===== src/rtl/fp_add_arbiter.sv =====
// fp_add_arbiter: round-robin sharing of one multi-cycle FP adder; define FP_ARB_TIMEOUT_EN to abort a stuck WAIT
module fp_add_arbiter #(
    parameter int N_REQ   = 4,
    parameter int ID_W    = 2,
    parameter int TIMEOUT = 64,
    parameter int CNT_W   = 8
) (
    input  logic                 clk,
    input  logic                 resetn,
    input  logic [N_REQ-1:0]     iReqValid,
    input  logic [32*N_REQ-1:0]  iReqA,
    input  logic [32*N_REQ-1:0]  iReqB,
    input  logic [2*N_REQ-1:0]   iReqOp,
    output logic [N_REQ-1:0]     oReqReady,
    output logic                 oRspValid,
    output logic [ID_W-1:0]      oRspId,
    output logic [31:0]          oRspF,
    output logic                 oRspErr,
    input  logic                 iRspReady,
    output logic [31:0]          oA,
    output logic [31:0]          oB,
    output logic [1:0]           oOp,
    input  logic [31:0]          iF,
    input  logic                 iDone
);
    localparam logic [31:0] QNAN = 32'h7FC00000;

    typedef enum logic [1:0] {IDLE, ISSUE, WAIT, RESP} state_t;

    state_t          state_q;
    logic [ID_W-1:0] ptr_q;
    logic [ID_W-1:0] win;
    logic [ID_W-1:0] cand;
    logic            win_vld;
    logic [1:0]      win_op;
    logic            win_legal;
`ifdef FP_ARB_TIMEOUT_EN
    logic [CNT_W-1:0] cnt_q;
`endif

    if ((2 ** ID_W) < N_REQ || (2 ** CNT_W) <= TIMEOUT || N_REQ < 2 || N_REQ > 8) begin : g_bad_params
        $error("fp_add_arbiter: inconsistent N_REQ/ID_W/TIMEOUT/CNT_W");
    end

    // round-robin winner: first valid requester after the last one granted, with wrap
    always_comb begin
        win     = '0;
        win_vld = 1'b0;
        cand    = '0;
        for (int i = N_REQ; i >= 1; i--) begin
            cand = ID_W'((int'(ptr_q) + i) % N_REQ);
            if (iReqValid[cand]) begin
                win     = cand;
                win_vld = 1'b1;
            end
        end
    end

    assign win_op    = iReqOp[2*win +: 2];
    assign win_legal = (win_op == 2'b01) || (win_op == 2'b10);
    assign oReqReady = (resetn && state_q == IDLE && win_vld) ? (N_REQ'(1) << win) : '0;

    // one operation in flight: accept, strobe the adder once, wait for done, hold the response until taken
    always_ff @(posedge clk or negedge resetn) begin
        if (!resetn) begin
            state_q   <= IDLE;
            ptr_q     <= ID_W'(N_REQ - 1);
            oA        <= '0;
            oB        <= '0;
            oOp       <= '0;
            oRspValid <= 1'b0;
            oRspId    <= '0;
            oRspF     <= '0;
            oRspErr   <= 1'b0;
`ifdef FP_ARB_TIMEOUT_EN
            cnt_q     <= '0;
`endif
        end else begin
            case (state_q)
                IDLE: if (win_vld) begin
                    ptr_q  <= win;
                    oRspId <= win;
                    if (win_legal) begin
                        oA      <= iReqA[32*win +: 32];
                        oB      <= iReqB[32*win +: 32];
                        oOp     <= win_op;
                        state_q <= ISSUE;
                    end else begin
                        oRspValid <= 1'b1;
                        oRspErr   <= 1'b1;
                        oRspF     <= QNAN;
                        state_q   <= RESP;
                    end
                end
                ISSUE: begin
                    oOp     <= 2'b00;
                    state_q <= WAIT;
`ifdef FP_ARB_TIMEOUT_EN
                    cnt_q   <= '0;
`endif
                end
                WAIT: if (iDone) begin
                    oRspF     <= iF;
                    oRspErr   <= 1'b0;
                    oRspValid <= 1'b1;
                    state_q   <= RESP;
                end
`ifdef FP_ARB_TIMEOUT_EN
                else if (cnt_q == CNT_W'(TIMEOUT - 1)) begin
                    oRspF     <= QNAN;
                    oRspErr   <= 1'b1;
                    oRspValid <= 1'b1;
                    state_q   <= RESP;
                end else begin
                    cnt_q <= cnt_q + 1'b1;
                end
`endif
                RESP: if (iRspReady) begin
                    oRspValid <= 1'b0;
                    state_q   <= IDLE;
                end
                default: state_q <= IDLE;
            endcase
        end
    end
endmodule


===== config.mk =====
export PLATFORM = sky130hd
export DESIGN_NAME = fp_add_arbiter
export DESIGN_NICKNAME = d
export VERILOG_FILES = /design/src/rtl/fp_add_arbiter.sv
export SDC_FILE = /design/constraint.sdc
export NUM_CORES = 1
export LEC_CHECK = 0
export ABC_AREA = 1
export BUFFER_PORTS_ARGS = -buffer_cell sky130_fd_sc_hd__buf_2
export CORE_AREA = 2 2 161 163
export CTS_CLUSTER_SIZE = 40
export DETAILED_ROUTE_END_ITERATION = 10
export DIE_AREA = 0 0 163 165
export SLEW_MARGIN = 10
export SYNTH_ARGS = -nofsm -noshare
export SYNTH_HDL_FRONTEND = slang
export SYNTH_SLANG_ARGS = --single-unit

===== constraint.sdc =====
create_clock -name clk -period 2.8 [get_ports clk]
set_clock_uncertainty 0.05 [all_clocks]
set_input_delay 0.28 -clock clk [delete_from_list [all_inputs] [get_ports clk]]
set_output_delay 0.28 -clock clk [all_outputs]
set_load 0.01 [all_outputs]

Word-level counts from Yosys, hierarchy flattened. Index checks and enable logic that the tools add are counted.

Multiplexer cells: 36. Magnitude comparators: 4. Equal/unequal tests: 10. Reductions and logical operators: 13. Add/sub/neg operators: 4. Shift operators: 4.

Operators by type and width (number): $shiftx A128 B8 Y32 (2); $mux W32 (3); $pmux W32 S2 (1); $mux W2 (10); $mux W1 (13); $lt A2 B3 Y1 const B (4); $ne A2 B2 Y1 const B (5); $reduce_and A3 Y1 (3); $bmux W1 S2 (4); $pmux W2 S4 (1); $shiftx A8 B4 Y2 (1); $eq A2 B2 Y1 const B (3); $reduce_and A5 Y1 (1); $add A2 B1 Y2 const B (2); $add A2 B2 Y2 const B (2); $eq A2 B1 Y1 const B (2); $mux W4 (1); $pmux W2 S2 (1); $reduce_and A4 Y1 (1); $reduce_bool A2 Y1 (2); $shl A1 B2 Y4 const A (1); $pmux W1 S3 (1); $reduce_bool A3 Y1 (1); $logic_and A1 B1 Y1 (2); other kinds (4) (4).

Output and inout bits: 106. Flip-flop bits (word level): 106.

Longest topological paths before layout. Gate-level depths: netlist of run 1.

Depth after elaboration: 13. Gate-level depth with buffers: 19.

Worst setup path before layout of run 1. OpenSTA, ideal clock, no wires.

Path kind: reg2reg. Start: register ptr_q[0]. End: register oA[19]. Path slack: 0.419 ns. Data required time: 2.629 ns. Cell stages (with the launch flop): 19. Buffers on the path: 3. Arrival: 2.210 ns. Period minus slack after synthesis: 2.381 ns. Cell sequence: dfstp_2 -> inv_2 -> nand2_1 -> nand2_2 -> nand2_1 -> nand2_1 -> nand2_2 -> nand2_2 -> nand2_4 -> nand2_4 -> buf_6 -> nand3_1 -> nand2_1 -> nor2_2 -> nand2_4 -> nand3_4 -> buf_12 -> buf_6 -> o21ai_2.

Longest elaborated chain between the ends: 11.

Ends and longest elaborated chain: start: declaration (RTL line 31) `logic [ID_W-1:0] ptr_q;`; start signal: assignment (RTL line 67) `ptr_q <= ID_W'(N_REQ - 1);`; start signal: assignment (RTL line 81) `ptr_q <= win;`; parallel branches: the longest is 11 deep, another holds $add A2 B1 Y2; end signal: assignment (RTL line 84) `oA <= iReqA[32*win +: 32];`; end: declaration (RTL line 20) `output logic [31:0] oA,`.

Parallel ways; which one is timed is not known. The select of a mux whose other input is x is not followed. A chain may end at the register's enable or synchronous reset.

Worst setup path after layout of run 1.
Start: register ptr_q[0]. End: register oA[21].

Same word-level chain as after synthesis.

==> results.json, run 1 <==
{
  "htreeDepth": 3,
  "critPathMaxFanout": 15,
  "cts_root_buf": "clkbuf_16",
  "crit_path_start_kind": "flip-flop",
  "seq_area_frac_synth_pct": 39.0,
  "max_stage_delay_ns": 0.55,
  "crit_family": "simple AND/OR/NAND/NOR gates",
  "wl_met3_mm": 1.85,
  "mappedNetlistArea_sq_mm": 0.00680,
  "synth.avg_cell_area_sq_um": 7.45,
  "critPathBufInv": 6,
  "start_util_pct": 27.2,
  "drt-total-wl_mm": 25.1,
  "required_ns": 2.99,
  "worstPathArrival_ns": 2.85,
  "rsz0062_at_grt": "true",
  "drtPass1Iterations": 5,
  "drive_gt1_share_pct": 47.8,
  "grt_max_degree": 107,
  "numPortBuffers": 409,
  "clock_path_buffers": 2,
  "synth_cells": 913,
  "period_needed_ns": 2.66,
  "timing.final.crit_share_pct": 95.2,
  "hpwl_mm": 18.6,
  "hold_path.startpoint": "iReqA[5]",
  "cts.sinks": 106,
  "ys.warnings.count": 0,
  "status": "complete, no violations",
  "grt_usage_pct": 17.2,
  "syn_to_final_growth_pct": 43.0,
  "ys_ff_latch": 106,
  "place_area_sq_mm": 0.00922,
  "power_density_mw_per_mm2": 1610,
  "route.vias.total": 7425,
  "rows": 58,
  "fmax_mhz": 375,
  "die_h_um": 165,
  "overflow": 0,
  "grt_antenna_before_repair": 1,
  "final_nets": 1625,
  "crit_slowest_cell": "dfstp_2",
  "p_total_mw": 15.7,
  "maxSlewHeadroom_pct": 59.7,
  "final_area_sq_mm": 0.00973,
  "ir_drop_v": 0.000744,
  "core-area_sq_mm": 0.0250,
  "cts_tree": "done",
  "clk_pin_slew_ns": 0.08,
  "wl_met1_mm": 10.1,
  "slew_viol_final": 0,
  "syn-num-nets": 1222,
  "clock_latency_ns": 0.35,
  "crit_chain": "inv_2, nand2_1, nand3_1, nand2_1, inv_2, nand2_2, nand2_2, nand2_4, nand2_8, buf_4, inv_2, nor2_4, buf_12, buf_12, nand2_1, nand3_1, a21oi_2, o21ai_2",
  "drc_errors": 0,
  "ios": 410,
  "wl_per_cell_um": 15.2,
  "highest_layer": "met4",
  "worst_pin_slew_ns": 0.605,
  "vias_per_cell": 4.50,
  "die-area_sq_mm": 0.0269,
  "final_cells": 1651,
  "path_class": "flip-flop to flip-flop",
  "grt_pass1_vias": 6898,
  "finalHoldViolations": 0,
  "post-route-util_pct": 38.9,
  "r2r_slack_ns": 0.14,
  "leakage_nw": 5.43,
  "postRouteAntennaNets": 0,
  "startpoint": "ptr_q[0]",
  "hold_path_class": "input port to flip-flop",
  "cts-buffers-inserted": 9,
  "drtIter0Drc": 277,
  "wl_met2_mm": 12.5,
  "place_inst": 1627,
  "mostFrequentLayoutCells": "buf_2, nand2_1, nand3_1, dfrtp_1, nand2_2",
  "grt_pass1_wl_mm": 36.1,
  "rr_startpoint": "ptr_q[0]",
  "fin_hold_ws_ns": 0.155,
  "place.gp.congestion": 0.823,
  "netlist-cell-type-count": 27,
  "diodes": 0,
  "finalSetupViolations": 0,
  "end_kind": "flip-flop",
  "drv_cap": 0,
  "final_common_cell": "buf_2",
  "die_x_um": 163
}
-- synth_stat cells, drive strengths merged --
cell type  count  area (sq um)
o21ai         69           586
nand2        417          1760
a21oi         66           330
nand3        114           613
or2            9          56.3
clkbuf        20          75.1
a21boi         2          15.0
nor3           5          25.0
buf           33           320
dfrtp        104          2600
ha             5          62.6
nand4          6          37.5
nor2          11          78.8
dfstp          2          52.6
inv           50           188
-- sequential cells by signal (all words and copies together) (netlist names) --
register,cells
oRspErr,1
oRspValid,1
oA,32
oRspF,32
oOp,2
state_q,2
ptr_q,2
oRspId,2
oB,32
-- final timing paths --
kind	endpoint	depth (start not counted)
worst max-delay path	oA[21]	18
worst min-delay path	oA[5]	3
worst max register to register	oA[21]	18
worst min register to register	oRspF[3]	2
max in group asynchronous	oA[24]	3
min in group asynchronous	oRspF[30]	3
-- routing by layer --
metal  vias up  track usage [%]
met5         -                0
met4         0             5.91
met3        34             3.72
met2       289             31.2
met1      3374             20.1
li1       3728                -
-- stage by stage --
stage	setup TNS [ns]	setup slack, ns
after floorplan	0	0.419
after CTS	0	0.0621
after global placement	0	0.0522
after global routing	-0.146	-0.0543
final	0	0.135
after detailed placement	-0.00109	-0.00109
-- tightest hold or removal path, cell delays in order --
cell	delay, ns
buf_2	0.07
a21oi_1	0.06
o21ai_2	0.11
-- area by class of cell --
| type | count | area [sq um] |
|---|---|---|
| timing repair buffer | 445 | 2550 |
| fill | 2681 | 15300 |
| sequential | 106 | 2660 |
| tap | 330 | 413 |
| inverter | 50 | 188 |
| multi-input combinational | 704 | 3610 |
| clock inverter | 6 | 72.6 |
| clock buffer | 10 | 239 |
-- power by group --
part / internal, mW / total, mW / switching [mW]
registers: 2.25 / 2.66 / 0.408
logic: 4.32 / 11.7 / 7.34
clock network: 0.733 / 1.37 / 0.635
-- timing repair --
action                                 in CTS  in global routing
buffers inserted                            3                  2
setup endpoints to repair                  59                 98
hold buffers                                1                  0
resized for setup                           1                 13
pin swaps                                   0                  1
cloned                                      0                  2
endpoints found under the hold margin       5                  0
-- kinds of logic after synthesis --
| logic type | Yosys count | synth area share (%) |
|---|---|---|
| flops | 106 | 39.0 |
| fa+ha+maj | 5 | 0.920 |
| simple gates | 562 | 37.8 |
| compound gates | 137 | 13.7 |
| buf+inv | 103 | 8.57 |
(Power assumes the default switching activity.)
==> run 2: changes to the inputs <==
- BUFFER_PORTS_ARGS: -buffer_cell sky130_fd_sc_hd__buf_2 -> default
- CORE_AREA: 2 2 161 163 -> 2 2 159 161
- DIE_AREA: 0 0 163 165 -> 0 0 161 163
- DONT_BUFFER_PORTS: default -> 1
==> run 2 against run 1 <==
Against the previous run:
- core utilization decreased by 7.4 points
- count of clock-buffer cells in the layout decreased by 1
- worst setup slack improved by 0.0078 ns
- register-to-register slack about the same
- combinational power decreased by 11%
- non-clock buffer count decreased by 401
- worst hold slack worse by 0.086 ns
- die area shrank 2.4%
- critical endpoint is now oA[10]
- largest cell class unchanged
- largest power group unchanged
==> results.json, run 2 (synthesis results as in run 1) <==
{
  "final_cells": 1251,
  "hpwl_mm": 16.7,
  "startpoint": "ptr_q[0]",
  "htreeDepth": 3,
  "mostFrequentLayoutCells": "nand2_1, nand3_1, dfrtp_1, nand2_2",
  "place_ws_ns": -0.0364,
  "crit_path_start_kind": "flip-flop",
  "final_nets": 1225,
  "timing.final.crit_share_pct": 94.9,
  "period_needed_ns": 2.66,
  "maxSlewHeadroom_pct": 53.6,
  "cts_tree": "done",
  "numPortBuffers": 0,
  "tns_ns": 0,
  "grt_usage_pct": 16.3,
  "clock_latency_ns": 0.36,
  "rr_startpoint": "ptr_q[0]",
  "setup_ws_ns": 0.143,
  "top_regs": "oA (32), oB (32), oRspF (32)",
  "clk_pin_slew_ns": 0.09,
  "worst_pin_slew_ns": 0.694,
  "drive_gt1_share_pct": 25.0,
  "drv_cap": 0,
  "cts-buffers-inserted": 9,
  "crit_chain": "inv_4, nand2_1, nand2_2, nand2_1, nand2_1, nor2_2, nand3_4, buf_6, nand3_1, nand2_1, nand2_1, nand2_1, nand2_2, nand3_4, buf_12, buf_4, nand2_2, o21ai_2",
  "r2r_slack_ns": 0.14,
  "power_density_mw_per_mm2": 1940,
  "drc_errors": 0,
  "critPathMaxFanout": 8,
  "required_ns": 2.99,
  "cts.sinks": 106,
  "cp-endpoint": "oA[10]",
  "grt_pass1_vias": 5747,
  "final_common_cell": "nand2_1",
  "finalHoldViolations": 0,
  "rsz0062_at_grt": "true",
  "diodes": 0,
  "place.gp.congestion": 0.806,
  "p_total_mw": 15.1,
  "reg2regPathDepth": 18,
  "die_h_um": 163,
  "route.vias.total": 6097,
  "fill_cells": 2643,
  "grt_pass1_wl_mm": 33.1,
  "die_x_um": 161,
  "overflow": 0,
  "cts_root_buf": "clkbuf_16",
  "leakage_nw": 3.79,
  "place_inst": 1223,
  "end_kind": "flip-flop",
  "ir_drop_v": 0.000679,
  "start_util_pct": 27.6,
  "wl_per_cell_um": 18.6,
  "fmax_mhz": 376,
  "postRouteAntennaNets": 0,
  "syn_to_final_growth_pct": 14.1,
  "grt_max_degree": 108,
  "ios": 410,
  "slew_viol_final": 0,
  "crit_slowest_cell": "dfstp_2",
  "core-area_sq_mm": 0.0247,
  "fin_hold_ws_ns": 0.0695,
  "whs_path_depth": 2,
  "cpMostUsedCell": "nand2_1",
  "drt-total-wl_mm": 23.3,
  "status": "complete, no violations",
  "hold_path_class": "input port to flip-flop",
  "drtIter0Drc": 351,
  "path_class": "flip-flop to flip-flop",
  "grt_antenna_before_repair": 0,
  "vias_per_cell": 4.87,
  "reg2reg_to": "oA[10]",
  "die-area_sq_mm": 0.0262,
  "max_stage_delay_ns": 0.60,
  "clock_path_buffers": 2,
  "worstPathArrival_ns": 2.85,
  "rows": 58,
  "finalSetupViolations": 0,
  "drtPass1Iterations": 5
}
## run 2: cell count changes in the layout (fill, tap and decap cells not counted), moves of 2 or more
cell / delta
a21oi_1: +7
a21oi_2: -7
buf_2: -408
buf_4: +3
buf_6: +4
inv_6: -2
inv_8: +2
nand2_1: -5
nand2_2: +5
## run 2: worst min-delay path by stage
stage	from	endpoint	slack (ns)
4_1_cts	resetn	oRspF[15]	-0.46
3_3_place_gp	resetn	oRspF[1]	-0.06
5_1_grt	iReqB[47]	oB[15]	0.05
6_report	iReqB[49]	oB[17]	0.07
3_5_place_dp	resetn	oRspF[1]	-0.06
2_1_floorplan	resetn	oA[0]	-0.07
## run 2: through the flow
stage	cell area, sq um	utilization [%]
after global routing	7760	31.5
after CTS	7540	30.6
after detailed placement	7180	29.1
final	7760	31.5
after global placement	7180	29.1
after floorplan	6800	-
## run 2: layout make-up
type,count,area [sq um],area share (%)
Tap cell,330,413,5.32
Inverter,50,190,2.45
Timing Repair Buffer,44,568,7.32
Clock inverter,7,110,1.42
Multi-Input combinational cell,705,3600,46.4
Clock buffer,9,225,2.90
Sequential cell,106,2660,34.2
## run 2: report_power, final
group,internal [mW],total (mW),switching [mW]
combinational,3.84,10.4,6.57
sequential,2.25,3.17,0.928
clock,0.807,1.47,0.664
## run 2: repair_timing
item / in CTS / in global routing
gates resized for setup: 4 / 17
endpoints found under the setup margin: 28 / 99
endpoints found under the hold margin: 106 / 106
buffers inserted: 0 / 7
cloned: 1 / 2
pin swaps: 0 / 6
## run 2: worst max-delay path: cells and delay by family, from the launching register on
family / cells / cell delay, ns
simple gates: 13 / 1.22
flops: 1 / 0.60
buf+inv: 4 / 0.58
compound gates: 1 / 0.05
## run 2: per-layer routing
metal	part of all wire (%)	GRT usage, %
met4	1.4	4.26
met5	0	0
met3	9.7	5.98
met2	48	27.2
met1	40	20.0
==> run 3: changes to the inputs <==
- CORE_AREA: 2 2 159 161 -> 5 5 157 159
- CTS_BUF_LIST: default -> sky130_fd_sc_hd__clkbuf_8
- DIE_AREA: 0 0 161 163 -> 0 0 162 164
==> run 3 against run 2 <==
Against the previous run:
- count of clock-buffer cells in the layout unchanged
- first-iteration DRC count shrank 12%
- clock power is 35% lower
- die area is 1.2% higher
- final area shrank 3.4%
- combinational power barely moved
- highest routed layer unchanged
==> results.json, run 3 (synthesis results as in run 1) <==
{
  "status": "complete, no violations",
  "grt_pass1_wl_mm": 31.7,
  "drc_errors": 0,
  "die-area_sq_mm": 0.0266,
  "busiest_layer": "met2",
  "die_x_um": 162,
  "numPortBuffers": 0,
  "die_h_um": 164,
  "tns_ns": 0,
  "vias_per_cell": 5.10,
  "final_common_cell": "nand2_1",
  "clock_latency_ns": 0.39,
  "final_nets": 1215,
  "slew_viol_final": 0,
  "grt_antenna_before_repair": 1,
  "clock_path_buffers": 2,
  "drtIter0Drc": 308,
  "grt_use_met3_pct": 5.62,
  "timing.final.crit_share_pct": 96.7,
  "period_needed_ns": 2.71,
  "final_area_sq_mm": 0.00750,
  "start_util_pct": 29.4,
  "worstPathArrival_ns": 2.96,
  "maxSlewHeadroom_pct": 63.6,
  "place.gp.congestion": 0.804,
  "overflow": 0,
  "path_class": "flip-flop to flip-flop",
  "drtPass1Iterations": 5,
  "cts_root_buf": "clkbuf_8",
  "cts-buffers-inserted": 9,
  "fill_cells": 2444,
  "end_kind": "flip-flop",
  "top_regs": "oA (32), oB (32), oRspF (32)",
  "hold_path_class": "input port to flip-flop",
  "leakage_nw": 3.68,
  "mostFrequentLayoutCells": "nand2_1, nand3_1, dfrtp_1, nand2_2, a21oi_1",
  "use_met2_pct": 25.8,
  "grt_pass1_vias": 5742,
  "required_ns": 3.06,
  "syn_to_final_growth_pct": 10.2,
  "p_total_mw": 14.2,
  "fmax_mhz": 369,
  "grt_usage_pct": 15.3,
  "ir_drop_v": 0.000794,
  "finalHoldViolations": 0,
  "core-area_sq_mm": 0.0231,
  "cts.sinks": 106,
  "hpwl_mm": 17.3,
  "cts_tree": "done",
  "route.vias.total": 6133,
  "drive_gt1_share_pct": 23.8,
  "grt_max_degree": 107,
  "rows": 56,
  "drv_cap": 0,
  "wl_per_cell_um": 18.7,
  "postRouteAntennaNets": 0,
  "htreeDepth": 3,
  "worst_pin_slew_ns": 0.545,
  "finalSetupViolations": 0,
  "place_area_sq_mm": 0.00708,
  "critPathMaxFanout": 42,
  "drt-total-wl_mm": 22.5,
  "ios": 410,
  "power_density_mw_per_mm2": 1890,
  "global_route.usage.met1_pct": 17.3,
  "crit_path_start_kind": "flip-flop",
  "clk_pin_slew_ns": 0.12,
  "r2r_slack_ns": 0.09
}
run 3: worst max-delay path: stages, from the launching register on:
cell	delay (ns)
dfstp_2	0.62
inv_4	0.08
nand2_1	0.08
nand2_2	0.06
nand2_2	0.09
nand2_1	0.08
nor2_2	0.13
nand3_4	0.16
nand2_8	0.17
inv_2	0.11
nor2_4	0.24
buf_12	0.23
nand2_1	0.16
nand3_1	0.12
a21oi_1	0.06
o21ai_2	0.13
run 3: metrics by stage:
stage / utilization (%) / setup slack (ns) / hold slack (ns) / cells
after floorplan: - / 0.419 / -0.0656 / 913
after global placement: 30.6 / 0.107 / -0.0609 / 1174
after detailed placement: 30.6 / 0.0289 / -0.0612 / 1174
after CTS: 31.8 / -0.0332 / 0.00218 / 1195
after global routing: 32.4 / -0.0120 / 0.00529 / 1202
final: 32.4 / 0.0936 / 0.0380 / 1202
run 3: path summary, 6_finish.rpt:
path | end | depth (start not counted) | from
min | oB[30] | 2 | iReqB[30]
min reg2reg | oRspF[0] | 2 | oRspF[0]
min in group asynchronous | oRspF[20] | 2 | resetn
max | oA[18] | 15 | ptr_q[0]
max in group asynchronous | oB[24] | 2 | resetn
max reg2reg | oA[18] | 15 | ptr_q[0]
run 3: per-layer routing:
metal / share of wire [%] / wire length [um]
met2: 49 / 11000
met3: 10 / 2330
met1: 37 / 8420
met5: 0 / 0
met4: 3.5 / 793
run 3: final cells by class:
cell class,count,area [sq um],area share [%]
multi-input combinational,704,3610,48.1
sequential,106,2660,35.4
timing repair buffer,35,485,6.47
tap,290,363,4.84
inverter,50,190,2.54
clock buffer,9,124,1.65
clock inverter,7,68.8,0.918
antenna,1,2.50,0.0334
run 3: repair_timing:
action,CTS,global route
pin swaps,1,3
resized for setup,1,13
gates cloned,0,2
hold endpoints to repair,108,0
buffers inserted,1,4
setup endpoints to repair,5,100
hold buffers,4,0
run 3: power by group:
group,switching [mW],total (mW),internal (mW)
registers,0.912,3.15,2.24
clock network,0.612,0.961,0.350
logic,6.44,10.1,3.64
